<file path="src/rtl/sample_sequencer_pkg.sv">
// Shared definitions for the sample sequencer: state encoding and width helpers.
package sample_sequencer_pkg;

  typedef enum logic [1:0] {
    StIdle = 2'd0,
    StRun  = 2'd1,
    StDone = 2'd2
  } state_e;

  // Number of bits needed to index `value` items (0 for a single item).
  function automatic int unsigned clogb2(input int unsigned value);
    int unsigned width;
    width = 0;
    for (int unsigned v = value - 1; v > 0 && value > 1; v = v >> 1) begin
      width++;
    end
    return width;
  endfunction

  // Index width with a floor of one bit so single-entry dimensions still have a port.
  function automatic int unsigned min1_width(input int unsigned count);
    return (clogb2(count) < 1) ? 1 : clogb2(count);
  endfunction

endpackage

</file>
<file path="src/rtl/sync_edge_detector.sv">
// Two-flop synchroniser followed by a rising-edge detector; emits a one-cycle pulse.
module sync_edge_detector (
  input  logic clk,
  input  logic rst,
  input  logic in,
  output logic out
);

  logic sync1_q, sync1_d;
  logic sync2_q, sync2_d;
  logic prev_q, prev_d;

  always_comb begin
    sync1_d = in;
    sync2_d = sync1_q;
    prev_d  = sync2_q;
  end

  always_ff @(posedge clk or posedge rst) begin
    if (rst) begin
      sync1_q <= 1'b0;
      sync2_q <= 1'b0;
      prev_q  <= 1'b0;
    end else begin
      sync1_q <= sync1_d;
      sync2_q <= sync2_d;
      prev_q  <= prev_d;
    end
  end

  assign out = sync2_q & ~prev_q;

endmodule

</file>
<file path="src/rtl/sample_sequencer.sv">
// Turns DAC sample requests into frame/channel-interleaved reads of an external sample memory.
module sample_sequencer
  import sample_sequencer_pkg::*;
#(
  parameter int unsigned SIZE     = 12,
  parameter int unsigned DEPTH    = 3,
  parameter int unsigned CHANNELS = 2,
  parameter int unsigned AW       = min1_width(DEPTH),
  parameter int unsigned CW       = min1_width(CHANNELS)
) (
  input  logic            clk,
  input  logic            rst,
  input  logic            next,
  input  logic            start,
  input  logic            stop,
  input  logic            oneshot,
  output logic            mem_rd,
  output logic [AW-1:0]   mem_addr,
  output logic [CW-1:0]   mem_chan,
  input  logic [SIZE-1:0] mem_data,
  output logic [SIZE-1:0] data,
  output logic [CW-1:0]   channel,
  output logic            valid,
  output logic            busy,
  output logic            done
);

  localparam logic [AW-1:0] LastAddr = AW'(DEPTH - 1);
  localparam logic [CW-1:0] LastChan = CW'(CHANNELS - 1);

  logic tick;

  state_e          state_q, state_d;
  logic [AW-1:0]   addr_q, addr_d;
  logic [CW-1:0]   chan_q, chan_d;
  logic            mode_q, mode_d;
  logic            rd_q, rd_d;
  logic [CW-1:0]   rd_chan_q, rd_chan_d;
  logic [SIZE-1:0] data_q, data_d;
  logic [CW-1:0]   channel_q, channel_d;
  logic            valid_q, valid_d;

  sync_edge_detector u_next_edge (
    .clk (clk),
    .rst (rst),
    .in  (next),
    .out (tick)
  );

  always_comb begin
    state_d   = state_q;
    addr_d    = addr_q;
    chan_d    = chan_q;
    mode_d    = mode_q;
    rd_d      = 1'b0;
    rd_chan_d = chan_q;
    valid_d   = rd_q;
    data_d    = rd_q ? mem_data : data_q;
    channel_d = rd_q ? rd_chan_q : channel_q;

    // stop outranks start, and both swallow a coincident tick
    if (stop) begin
      if (state_q == StRun) begin
        state_d = StIdle;
      end
    end else if (start) begin
      state_d = StRun;
      addr_d  = '0;
      chan_d  = '0;
      mode_d  = oneshot;
    end else if (state_q == StRun && tick) begin
      rd_d = 1'b1;
      if (chan_q == LastChan) begin
        chan_d = '0;
        if (addr_q == LastAddr) begin
          addr_d = '0;
          if (mode_q) begin
            state_d = StDone;
          end
        end else begin
          addr_d = addr_q + 1'b1;
        end
      end else begin
        chan_d = chan_q + 1'b1;
      end
    end
  end

  always_ff @(posedge clk or posedge rst) begin
    if (rst) begin
      state_q   <= StIdle;
      addr_q    <= '0;
      chan_q    <= '0;
      mode_q    <= 1'b0;
      rd_q      <= 1'b0;
      rd_chan_q <= '0;
      data_q    <= '0;
      channel_q <= '0;
      valid_q   <= 1'b0;
    end else begin
      state_q   <= state_d;
      addr_q    <= addr_d;
      chan_q    <= chan_d;
      mode_q    <= mode_d;
      rd_q      <= rd_d;
      rd_chan_q <= rd_chan_d;
      data_q    <= data_d;
      channel_q <= channel_d;
      valid_q   <= valid_d;
    end
  end

  assign mem_rd   = rd_d;
  assign mem_addr = addr_q;
  assign mem_chan = chan_q;
  assign data     = data_q;
  assign channel  = channel_q;
  assign valid    = valid_q;
  assign busy     = (state_q == StRun);
  assign done     = (state_q == StDone);

endmodule

</file>
<file path="config.mk">
export PLATFORM = sky130hd
export DESIGN_NAME = sample_sequencer
export DESIGN_NICKNAME = d
export VERILOG_FILES = /design/src/rtl/sample_sequencer_pkg.sv /design/src/rtl/sync_edge_detector.sv /design/src/rtl/sample_sequencer.sv
export SDC_FILE = /design/constraint.sdc
export NUM_CORES = 1
export LEC_CHECK = 0
export ABC_AREA = 1
export BUFFER_PORTS_ARGS = -buffer_cell sky130_fd_sc_hd__buf_2
export CAP_MARGIN = 30
export CORE_ASPECT_RATIO = 0.9
export CORE_UTILIZATION = 44
export CTS_BUF_LIST = sky130_fd_sc_hd__clkbuf_8
export DETAILED_ROUTE_END_ITERATION = 16
export MAX_ROUTING_LAYER = met4
export PLACE_DENSITY_LB_ADDON = 0.1
export SLEW_MARGIN = 20
export SYNTH_ARGS = -nofsm -noshare
export SYNTH_HDL_FRONTEND = slang
export SYNTH_SLANG_ARGS = --single-unit
</file>
<file path="constraint.sdc">
create_clock -name clk -period 1 [get_ports clk]
set_input_delay 0.2 -clock clk [delete_from_list [all_inputs] [get_ports clk]]
set_output_delay 0.2 -clock clk [all_outputs]
set_load 0.02 [all_outputs]
</file>
==> reports/qor.yml, run 1 <==
final_layout:
  layout_cell_share_with_drive_strength_beyond_1: 0.657
  n_antenna_cell: 0
  layout_stage_area_growth_over_the_synthesis_result_pct: 66.4
  final.fill_count: 114
  design.final.nets: 156
  final_core_util: 0.812
route:
  drtAntennaViolNets: 0
  met2WireLength_um: 1280
  routed_via_density: 4.78
  top_layer_used: "met4"
  drt-met1-wl_um: 943
  avgRoutedWirePerCell_um: 14.5
  route.detailed.drc: 0
  detail_route.wirelength_um: 2360
  route.met3.wl_um: 105
  drt-initial-drc-count: 7
  vias: 774
  drt-pass1-iter-count: 3
floorplan:
  initial_utilization: 0.488
  chipHeight_um: 46.6
  die_w_um: 51.5
  core-area_sq_um: 1990
  std_cell_rows: 15
  die_area_sq_um: 2400
  boundaryPins: 38
global_routing:
  aggregate_global_routing_overflow: 0
  grt_util_all_layers: 0.206
  grt_antenna_before_repair: 0
  grt_pass1_wl_um: 3300
  via_count_of_the_first_global_routing_pass: 696
  grt_start_max_net_pins: 19
sta:
  timing_hold_violations_final: 0
  skew_ns: 0.00103
  headroom_to_the_max_slew_limit: 0.767
  timing_worst_slew_pin_value_ns: 0.349
  final.hold.worst_slack_ns: 0.0313
  max_freq_mhz: 704
  fin_crit_sh: 1.42
  finalSetupTns_ns: -2.29
  rsz0062_at_grt: "true"
  final-max-slew-violation-count: 0
  setup_viol: 20
  min_period_ns: 1.42
  postLayoutSetupSlackWorst_ns: -0.421
power_and_ir_drop:
  cellPowerDensity_nw_per_um2: 1780
  p_leak_nw: 0.808
  vdd.ir_drop.worst_mv: 1.56
placement:
  half_perimeter_wire_length_after_detailed_placement_um: 1370
  weighted_congestion_reported_at_the_end_of_routability_driven_placement: 0.761
  io_buffer_count: 37
worst_setup_path:
  kind_of_end_point_of_the_critical_path: "primary output"
  rr_startpoint: "state_q[1]$_DFFE_PP0P_"
  timing_worst_setup_path_type: "reg -> out"
  crit_fanout: 2
  cp_data_required_time_ns: 0.80
  reg2reg_to: "state_q[0]$_DFFE_PP0P_"
  critical_path_arrival_ns: 1.22
  regToRegSetupSlack_ns: -0.19
  rr_worst_depth: 9
  worst_setup_sp_type: "flip-flop"
worst_hold_path:
  hold_depth: 1
  worstHoldPathType: "in -> reg"
  whs_endpoint: "u_next_edge.sync1_q$_DFF_PP0_"
  min_from: "next"
synthesis:
  synth_fp_nets: 96
  netlist_top_cells_area: "sky130_fd_sc_hd__dfrtp_1 64%, sky130_fd_sc_hd__mux2_2 15%, sky130_fd_sc_hd__nand2_1 5.8%"
  ys.warnings.count: 0
  synthesis.area_sq_um: 971
  synth.yosys.seq_area_share: 0.644
  yosys.cell_types.count: 16
  synthDominantAreaCellType: "sky130_fd_sc_hd__dfrtp_1"
  yosysTopAreaCellShare: 0.644
  yosys_register_bits: 25
  synth_area_per_cell_sq_um: 12.4
  cells_after_synth: 78
clock_tree:
  cts_max_level: 1
  cts-root-buf: "sky130_fd_sc_hd__clkbuf_8"
  cts_made_buffers: 3
  clock_latency_ns: 0.27
  clkTransAtPathRegs_ns: 0.08
  tritoncts: "built"
  cts.path.max_buffers: 2
  clkSinkCount: 25
outcome:
  failed_checks: "negative setup slack"
  result_of_the_run: "finished, violations left"
job:
  cap_viol_max_count: 0
-- cell usage after synthesis, drive strengths merged --
cell / number
dfrtp: 25
nand2: 18
mux2: 14
inv: 7
nor2: 6
nand3: 4
a21oi: 1
buf: 1
nor3: 1
o21ai: 1
-- flip-flops by register name, summed over array words and instances, names as in the netlist --
signal               flops
data                    12
mem_addr                 2
state_q                  2
channel                  1
mem_chan                 1
mode_q                   1
rd_chan_q                1
rd_q                     1
u_next_edge.prev_d       1
u_next_edge.prev_q       1
u_next_edge.sync1_q      1
valid                    1
-- how the worst max path moves through the flow --
stage / from / endpoint / depth (start not counted)
after floorplan: state_q[1]$_DFFE_PP0P_ / mem_rd / 5
after global placement: u_next_edge.prev_d$_DFF_PP0_ / mem_rd / 5
after CTS: state_q[1]$_DFFE_PP0P_ / mem_rd / 6
final: state_q[1]$_DFFE_PP0P_ / mem_rd / 6
after detailed placement: u_next_edge.prev_q$_DFF_PP0_ / mem_rd / 6
after global routing: u_next_edge.prev_q$_DFF_PP0_ / mem_rd / 6
-- report_power, final --
group          switching, mW  leakage (nW)  internal, mW
clock network          0.313        0.0255         0.279
registers              0.119         0.311          1.18
logic                  0.416         0.471         0.565
total                  0.848         0.808          2.03
-- per-layer routing --
layer,global-route usage,vias to the layer above
li1,-,369
met1,0.237,379
met2,0.351,24
met3,0.0594,2
met4,0.0649,0
met5,-,-
-- stage by stage --
step	instance area [sq um]	power, mW	cells	setup slack [ns]
3_5_place_dp	1270	1.96	146	-0.156
4_1_cts	1550	2.83	160	-0.411
5_1_grt	1620	3.00	162	-0.477
2_1_floorplan	988	1.69	78	-0.0579
6_report	1620	2.88	162	-0.421
3_3_place_gp	1270	1.94	146	-0.126
-- cell type report --
type | count | area, sq um | share of cell area
Clock buffer | 3 | 41.3 | 0.0256
Clock inverter | 1 | 5.00 | 0.00310
Inverter | 7 | 26.3 | 0.0163
Multi-Input combinational cell | 45 | 368 | 0.228
Sequential cell | 25 | 631 | 0.390
Tap cell | 25 | 31.3 | 0.0194
Timing Repair Buffer | 56 | 513 | 0.318
-- worst max-delay path, stage by stage (launching register included) --
cell and delay, ns:
sky130_fd_sc_hd__dfrtp_1 0.39, sky130_fd_sc_hd__inv_2 0.08, sky130_fd_sc_hd__nand2_4 0.06, sky130_fd_sc_hd__nor2_4 0.10, sky130_fd_sc_hd__nand2_2 0.08, sky130_fd_sc_hd__nor2_4 0.12
sky130_fd_sc_hd__buf_6 0.12
-- cell families (layout without fill, tap and decap cells) --
family / count (synthesis) / count (layout) / share of synthesized area
compound gates: 2 / 2 / 0.0103
simple gates: 29 / 29 / 0.144
buf+inv: 8 / 67 / 0.0348
flops: 25 / 25 / 0.644
mux: 14 / 14 / 0.166
-- what timing repair did --
item | in CTS | in global routing
hold buffers | 1 | 0
endpoints found under the hold margin | 7 | 0
setup buffers | 10 | 3
setup endpoints to repair | 24 | 39
resized for setup | 47 | 10
pin swaps | 4 | 3
cloned | 0 | 1
-- placed cells by master (no fill, tap or decap), types with 3 or more instances in the layout --
master	Yosys	final
sky130_fd_sc_hd__inv_1	6	4
sky130_fd_sc_hd__dfrtp_2	0	4
sky130_fd_sc_hd__inv_2	1	3
sky130_fd_sc_hd__nor2_4	1	3
sky130_fd_sc_hd__clkbuf_8	0	3
sky130_fd_sc_hd__mux2_2	13	8
sky130_fd_sc_hd__nand2_2	2	3
sky130_fd_sc_hd__mux2_4	1	6
sky130_fd_sc_hd__nand2_1	15	13
sky130_fd_sc_hd__nor2_1	5	3
sky130_fd_sc_hd__buf_2	0	17
sky130_fd_sc_hd__buf_4	1	11
sky130_fd_sc_hd__dfrtp_1	25	21
sky130_fd_sc_hd__buf_6	0	24
No activity file was read; power rests on OpenSTA's default activity.
==> inputs of run 2 (changes only) <==
--- a/config.mk
+++ b/config.mk
@@ -5,7 +5,6 @@
 export SDC_FILE = /design/constraint.sdc
 export NUM_CORES = 1
 export LEC_CHECK = 0
-export ABC_AREA = 1
 export BUFFER_PORTS_ARGS = -buffer_cell sky130_fd_sc_hd__buf_2
 export CAP_MARGIN = 30
 export CORE_ASPECT_RATIO = 0.9
==> reports/qor.yml, run 2 <==
clock_tree:
  tritoncts: "built"
  clkSinkCount: 25  # unchanged
  cts_max_level: 1  # unchanged
  cts_made_buffers: 3  # unchanged
  clock_latency_ns: 0.26  # about the same
  clkTransAtPathRegs_ns: 0.09  # about the same
  cts.path.max_buffers: 2  # unchanged
  cts-root-buf: "sky130_fd_sc_hd__clkbuf_8"
synthesis:
  cells_after_synth: 71  # -9.0%
  ys.warnings.count: 0  # unchanged
  ys_dominant_reg_cell: "sky130_fd_sc_hd__dfrtp_1"
  synthArstFlopShare: 1.00  # unchanged
  synthesis.area_sq_um: 992  # +2.2%
  yosys_register_bits: 25  # unchanged
  synth_area_per_cell_sq_um: 14.0  # +12%
  ys_top_cells_by_count: "25 x sky130_fd_sc_hd__dfrtp_1, 14 x sky130_fd_sc_hd__mux2_2, 3 x sky130_fd_sc_hd__inv_1, 3 x sky130_fd_sc_hd__nand2_1, 3 x sky130_fd_sc_hd__nor2b_1"
  synth.yosys.seq_area_share: 0.631  # -0.0138
  synth_fp_nets: 89  # -7.3%
  yosysTopAreaCellShare: 0.631  # -0.0138
  synthDominantAreaCellType: "sky130_fd_sc_hd__dfrtp_1"
  yosys.cell_types.count: 23  # +7
  synth_edf_count: 0  # unchanged
  yosys.cell_count.top_type: "sky130_fd_sc_hd__dfrtp_1"
  netlist_top_cells_area: "sky130_fd_sc_hd__dfrtp_1 63%, sky130_fd_sc_hd__mux2_2 16%, sky130_fd_sc_hd__nand4bb_4 2.8%"
worst_setup_path:
  worst_setup_sp_type: "flip-flop"
  cp_data_required_time_ns: 1.16  # +0.36 ns
  kind_of_end_point_of_the_critical_path: "flip-flop"
  crit_fanout: 4  # +2
  rr_startpoint: "u_next_edge.prev_q$_DFF_PP0_"
  critical_path_arrival_ns: 1.62  # +0.40 ns
  worstSetupStartpoint: "u_next_edge.prev_q$_DFF_PP0_"
  rr_worst_depth: 4  # -5
  reg2reg_to: "mem_chan$_DFFE_PP0P_"
  regToRegSetupSlack_ns: -0.46  # -0.27 ns
  timing_worst_setup_path_type: "reg -> reg"
worst_hold_path:
  min_from: "next"
  worstHoldPathType: "in -> reg"
  whs_endpoint: "u_next_edge.sync1_q$_DFF_PP0_"
  hold_depth: 1  # unchanged
sta:
  headroom_to_the_max_slew_limit: 0.795  # +0.0282
  min_period_ns: 1.46  # +0.0400 ns
  fin_crit_sh: 1.46  # +0.0400
  final.hold.worst_slack_ns: 0.0511  # +0.0198 ns
  rsz0062_at_grt: "true"
  timing_worst_slew_pin_value_ns: 0.307  # -0.0419 ns
  setup_viol: 28  # +40%
  max_freq_mhz: 684  # -2.7%
  timing_hold_violations_final: 0  # unchanged
  finalSetupTns_ns: -3.47  # -1.18 ns
  final-max-slew-violation-count: 0  # unchanged
  postLayoutSetupSlackWorst_ns: -0.461  # -0.0400 ns
  skew_ns: 0.00812  # +0.00709 ns
global_routing:
  grt_util_all_layers: 0.211  # +0.00510
  grt_antenna_before_repair: 0  # unchanged
  aggregate_global_routing_overflow: 0  # unchanged
  grt_start_max_net_pins: 26  # +7
  via_count_of_the_first_global_routing_pass: 743  # +6.8%
  grt_pass1_wl_um: 3420  # +3.5%
placement:
  io_buffer_count: 37  # unchanged
  weighted_congestion_reported_at_the_end_of_routability_driven_placement: 0.818  # +7.5%
  place_ws_ns: -0.282  # -0.126 ns
  dpl_cell_area_sq_um: 1310  # +3.0%
  half_perimeter_wire_length_after_detailed_placement_um: 1440  # +5.2%
route:
  drt-pass1-iter-count: 4  # +1
  vias: 841  # +8.7%
  detail_route.wirelength_um: 2770  # +18%
  avgRoutedWirePerCell_um: 17.1  # +18%
  route.detailed.drc: 0  # unchanged
  drtAntennaViolNets: 0  # unchanged
  drt-initial-drc-count: 7  # unchanged
  routed_via_density: 5.19  # +8.7%
final_layout:
  final_cell_area_sq_um: 1710  # +5.7%
  largest_register_ff_count: 12  # unchanged
  layout_cell_share_with_drive_strength_beyond_1: 0.672  # +0.0146
  design.final.nets: 156  # unchanged
  layout_stage_area_growth_over_the_synthesis_result_pct: 72.0
  layout.cells.most_common_list: "23 x sky130_fd_sc_hd__dfrtp_1, 23 x sky130_fd_sc_hd__buf_6, 20 x sky130_fd_sc_hd__buf_4"
  n_antenna_cell: 0  # unchanged
floorplan:
  std_cell_rows: 15  # unchanged
  core-area_sq_um: 2010  # +0.94%
  boundaryPins: 38  # unchanged
  die_area_sq_um: 2450  # +2.1%
  chipHeight_um: 47.1  # +1.0%
  initial_utilization: 0.494  # +0.00603
  die_w_um: 52.1  # +1.0%
power_and_ir_drop:
  vdd.ir_drop.worst_mv: 1.43  # -8.7%
  power.share.switching: 0.302  # +0.00701
  total_switching_power_mw: 0.932  # +9.9%
  power_frac_clock: 0.185  # -0.021
  p_leak_nw: 0.835  # +3.4%
  cellPowerDensity_nw_per_um2: 1810  # +1.6%
  comb_power_share: 0.379  # +0.038
  share_seq_of_total_power: 0.435  # -0.018
  internal_power_mw: 2.16  # +6.3%
job:
  cap_viol_max_count: 0  # unchanged
outcome:
  result_of_the_run: "finished, violations left"
  failed_checks: "negative setup slack"
## run 2: cell count changes in the layout (fill, tap and decap cells not counted), moves of 3 or more
| cell | delta |
|---|---|
| sky130_fd_sc_hd__mux2_4 | +6 |
| sky130_fd_sc_hd__buf_4 | +9 |
| sky130_fd_sc_hd__mux2_2 | -6 |
| sky130_fd_sc_hd__nor2b_1 | +3 |
| sky130_fd_sc_hd__nand2_1 | -10 |
| sky130_fd_sc_hd__inv_2 | -3 |
| sky130_fd_sc_hd__nand2_2 | -3 |
## run 2: repair_timing
| item | CTS | global route |
|---|---|---|
| endpoints found under the hold margin | 25 | 0 |
| resized for setup | 43 | 24 |
| gates cloned | 0 | 1 |
| hold buffers | 1 | 0 |
| pin swaps | 1 | 0 |
| buffers inserted | 11 | 2 |
| setup endpoints to repair | 26 | 36 |
## run 2: final cells by class
class / instances / area (sq um)
multi-input cells: 41 / 434
clock buffers: 3 / 41.3
fillers: 101 / 302
well taps: 25 / 31.3
inverters: 3 / 13.8
repair buffers: 64 / 554
clock inverters: 1 / 3.75
flip-flops and latches: 25 / 628
## run 2: logic make-up (layout without fill, tap and decap cells)
family / count (synthesis) / count (layout) / synth area share
compound gates: 7 / 7 / 0.0454
buf+inv: 5 / 71 / 0.0202
flops: 25 / 25 / 0.631
mux: 14 / 14 / 0.159
simple gates: 20 / 20 / 0.145
## run 2: worst max path at each step
stage | endpoint | cells after the start
finish | mem_chan$_DFFE_PP0P_ | 4
global route | mem_rd | 3
CTS | mem_rd | 3
detailed placement | mem_chan$_DFFE_PP0P_ | 3
global placement | mem_chan$_DFFE_PP0P_ | 3
floorplan | mem_chan$_DFFE_PP0P_ | 3
## run 2: routing by layer
metal / global-route usage / share of wire
met4: 0.0649 / 0.0036
met2: 0.341 / 0.53
met5: - / 0
met1: 0.267 / 0.41
met3: 0.0485 / 0.053
## run 2: power by group through the flow
stage          registers [mW]  clock network, mW  logic, mW
2_1_floorplan            1.52                  0      0.209
3_3_place_gp             1.30                  0      0.717
3_5_place_dp             1.31                  0      0.732
4_1_cts                  1.31              0.587      0.990
5_1_grt                  1.36              0.617       1.23
6_report                 1.34              0.572       1.17
## run 2: per-stage QoR
step                       util  total power, mW  std cells
after floorplan               -             1.73         71
after global placement    0.652             2.01        143
after detailed placement  0.652             2.04        143
after CTS                 0.789             2.89        159
after global routing      0.850             3.21        162
final                     0.850             3.09        162
## run 2: worst max-delay path: stages, from the launching register on
cell and delay, ns:
sky130_fd_sc_hd__dfrtp_1 0.41, sky130_fd_sc_hd__nand4bb_4 0.26, sky130_fd_sc_hd__buf_4 0.18, sky130_fd_sc_hd__or4_4 0.42, sky130_fd_sc_hd__o311ai_2 0.09
==> inputs of run 3 (changes only) <==
--- a/config.mk
+++ b/config.mk
@@ -8,7 +8,7 @@
 export BUFFER_PORTS_ARGS = -buffer_cell sky130_fd_sc_hd__buf_2
 export CAP_MARGIN = 30
 export CORE_ASPECT_RATIO = 0.9
-export CORE_UTILIZATION = 44
+export CORE_UTILIZATION = 49
 export CTS_BUF_LIST = sky130_fd_sc_hd__clkbuf_8
 export DETAILED_ROUTE_END_ITERATION = 16
 export MAX_ROUTING_LAYER = met4
==> constraint.sdc (replaced) <==
create_clock -name clk -period 1.5 [get_ports clk]
set_input_delay 0.3 -clock clk [delete_from_list [all_inputs] [get_ports clk]]
set_output_delay 0.3 -clock clk [all_outputs]
set_load 0.02 [all_outputs]
==> reports/qor.yml, run 3 (synthesis results as in run 2) <==
clock_tree:
  cts_made_buffers: 3  # unchanged
  clkTransAtPathRegs_ns: 0.08  # about the same
  cts-root-buf: "sky130_fd_sc_hd__clkbuf_8"
  clkSinkCount: 25  # unchanged
  cts.path.max_buffers: 2  # unchanged
  tritoncts: "built"
  clock_latency_ns: 0.26  # about the same
  cts_max_level: 1  # unchanged
global_routing:
  via_count_of_the_first_global_routing_pass: 563  # -24%
  met2_usage: 0.244  # -0.0972
  gr-usage-met1: 0.203  # -0.0636
  grt_start_max_net_pins: 26  # unchanged
  aggregate_global_routing_overflow: 0  # unchanged
  grt.busiest_layer: "met2"
  grt_pass1_wl_um: 2480  # -27%
  grt_antenna_before_repair: 0  # unchanged
  grt.met3_usage: 0.0640  # +0.0154
  grt_util_all_layers: 0.162  # -0.0493
final_layout:
  layout.cells.most_common_list: "36 x sky130_fd_sc_hd__buf_2, 24 x sky130_fd_sc_hd__dfrtp_1, 14 x sky130_fd_sc_hd__mux2_2"
  final.fill_count: 158  # +56%
  final-seq-area_sq_um: 627  # -0.20%
  final_core_util: 0.668  # -0.182
  largest_register_ff_count: 12  # unchanged
  n_antenna_cell: 0  # unchanged
  layout_cell_share_with_drive_strength_beyond_1: 0.536  # -0.136
  multiInputGateArea_sq_um: 358  # -18%
  layout_stage_area_growth_over_the_synthesis_result_pct: 28.9
  design.final.nets: 131  # -16%
  mostFrequentLayoutCell: "sky130_fd_sc_hd__buf_2"
placement:
  place_ws_ns: 0.149  # +0.431 ns
  half_perimeter_wire_length_after_detailed_placement_um: 1180  # -18%
  io_buffer_count: 37  # unchanged
  weighted_congestion_reported_at_the_end_of_routability_driven_placement: 0.817  # -0.13%
worst_setup_path:
  kind_of_end_point_of_the_critical_path: "primary output"
  critical_path.n_buffers_inverters: 1  # unchanged
  worstSetupStartpoint: "u_next_edge.prev_q$_DFF_PP0_"
  endpoint: "mem_rd"
  crit_fanout: 6  # +2
  cp_data_required_time_ns: 1.20  # +0.04 ns
  crit_slowest_cell: "sky130_fd_sc_hd__dfrtp_1"
  rr_worst_depth: 3  # -1
  crit_chain: "nand4bb_4 > nor3_4 > buf_6"
  worst_setup_sp_type: "flip-flop"
  reg2reg_to: "mem_chan$_DFFE_PP0P_"
  rr_startpoint: "u_next_edge.prev_q$_DFF_PP0_"
  critical_path_s_largest_stage_delay_ns: 0.37  # -0.05 ns
  critical_path_arrival_ns: 1.21  # -0.41 ns
  timing_worst_setup_path_type: "reg -> out"
  critPathTopFamily: "simple AND/OR/NAND/NOR gates"
  regToRegSetupSlack_ns: 0.23  # +0.69 ns
  critical_path_depth: 3  # -1
sta:
  timing_worst_slew_pin_value_ns: 0.539  # +0.233 ns
  headroom_to_the_max_slew_limit: 0.640  # -0.155
  max_freq_mhz: 662
  timing_hold_violations_final: 0  # unchanged
  fin_crit_sh: 1.01
  skew_ns: 0.00333  # -0.00479 ns
  final-max-slew-violation-count: 0  # unchanged
  min_period_ns: 1.51
  setup_viol: 1  # -96%
  postLayoutSetupSlackWorst_ns: -0.0114  # +0.450 ns
  final.hold.worst_slack_ns: 0.0728  # +0.0217 ns
  rsz0062_at_grt: "true"
floorplan:
  core-area_sq_um: 1910  # -4.7%
  boundaryPins: 38  # unchanged
  die_area_sq_um: 2210  # -9.8%
  initial_utilization: 0.518  # +0.0242
  std_cell_rows: 15  # unchanged
  chipHeight_um: 44.7  # -5.0%
  die_w_um: 49.4  # -5.0%
route:
  drt-pass1-iter-count: 4  # unchanged
  detail_route.wirelength_um: 1660  # -40%
  drt-initial-drc-count: 8  # +1
  route.detailed.drc: 0  # unchanged
  routed_via_density: 5.14  # -1.0%
  avgRoutedWirePerCell_um: 12.1  # -29%
  drtAntennaViolNets: 0  # unchanged
  vias: 704  # -16%
power_and_ir_drop:
  cellPowerDensity_nw_per_um2: 1300  # -28%
  p_leak_nw: 0.633  # -24%
  vdd.ir_drop.worst_mv: 0.969  # -32%
outcome:
  result_of_the_run: "finished, violations left"
  failed_checks: "negative setup slack"
worst_hold_path:
  worstHoldPathType: "in -> async"
job:
  cap_viol_max_count: 0  # unchanged
run 3: cell count changes in the layout (fill, tap and decap cells not counted), moves of 2 or more:
cell / previous run / this run
sky130_fd_sc_hd__o21ai_2: 2 / 0
sky130_fd_sc_hd__buf_2: 18 / 36
sky130_fd_sc_hd__mux2_4: 12 / 0
sky130_fd_sc_hd__mux2_2: 2 / 14
sky130_fd_sc_hd__buf_4: 20 / 2
sky130_fd_sc_hd__buf_6: 23 / 1
sky130_fd_sc_hd__o21ai_0: 0 / 2
run 3: per-layer routing:
metal	part of all wire	wire length, um
met4	0.0060	10
met1	0.48	793
met2	0.45	746
met5	0	0
met3	0.066	110
run 3: worst min-delay path by stage:
stage,cells past startpoint,start,to
after global placement,0,u_next_edge.sync1_q$_DFF_PP0_,u_next_edge.prev_d$_DFF_PP0_
after detailed placement,0,u_next_edge.sync1_q$_DFF_PP0_,u_next_edge.prev_d$_DFF_PP0_
after CTS,3,rst,rd_chan_q$_DFF_PP0_
final,3,rst,data[10]$_DFFE_PP0P_
after floorplan,1,rst,channel$_DFFE_PP0P_
after global routing,3,rst,data[10]$_DFFE_PP0P_
run 3: power by group:
group | internal (mW) | total, mW | switching, mW
sequential | 0.795 | 0.871 | 0.0764
combinational | 0.185 | 0.427 | 0.242
clock | 0.182 | 0.367 | 0.185
run 3: cell type report:
class / count / share of cell area
Sequential cell: 25 / 0.490
Multi-Input combinational cell: 41 / 0.280
Timing Repair Buffer: 39 / 0.161
Clock buffer: 3 / 0.0323
Tap cell: 25 / 0.0245
Inverter: 3 / 0.00881
Clock inverter: 1 / 0.00294
run 3: stage by stage:
step           total power [mW]  cells  setup TNS [ns]  cell area [sq um]
6_report                   1.66    137         -0.0114               1280
5_1_grt                    1.76    137         -0.0929               1280
4_1_cts                    1.68    137         -0.0263               1270
3_5_place_dp               1.31    132               0               1210
3_3_place_gp               1.30    132               0               1210
2_1_floorplan              1.15     71               0                992
run 3: timing repair:
item | 4_1_cts | 5_1_grt
setup endpoints to repair | 1 | 1
hold buffers | 0 | 0
buffers inserted | 1 | 0
pin swaps | 0 | 0
resized for setup | 2 | 3
endpoints found under the hold margin | 0 | 0
run 3: worst register-to-register path: cells and delay by family, from the launching register on:
kind               cells  cell delay [ns]
AOI/OAI and AO/OA      1             0.10
DFF                    1             0.37
and+or+nand+nor        2             0.68
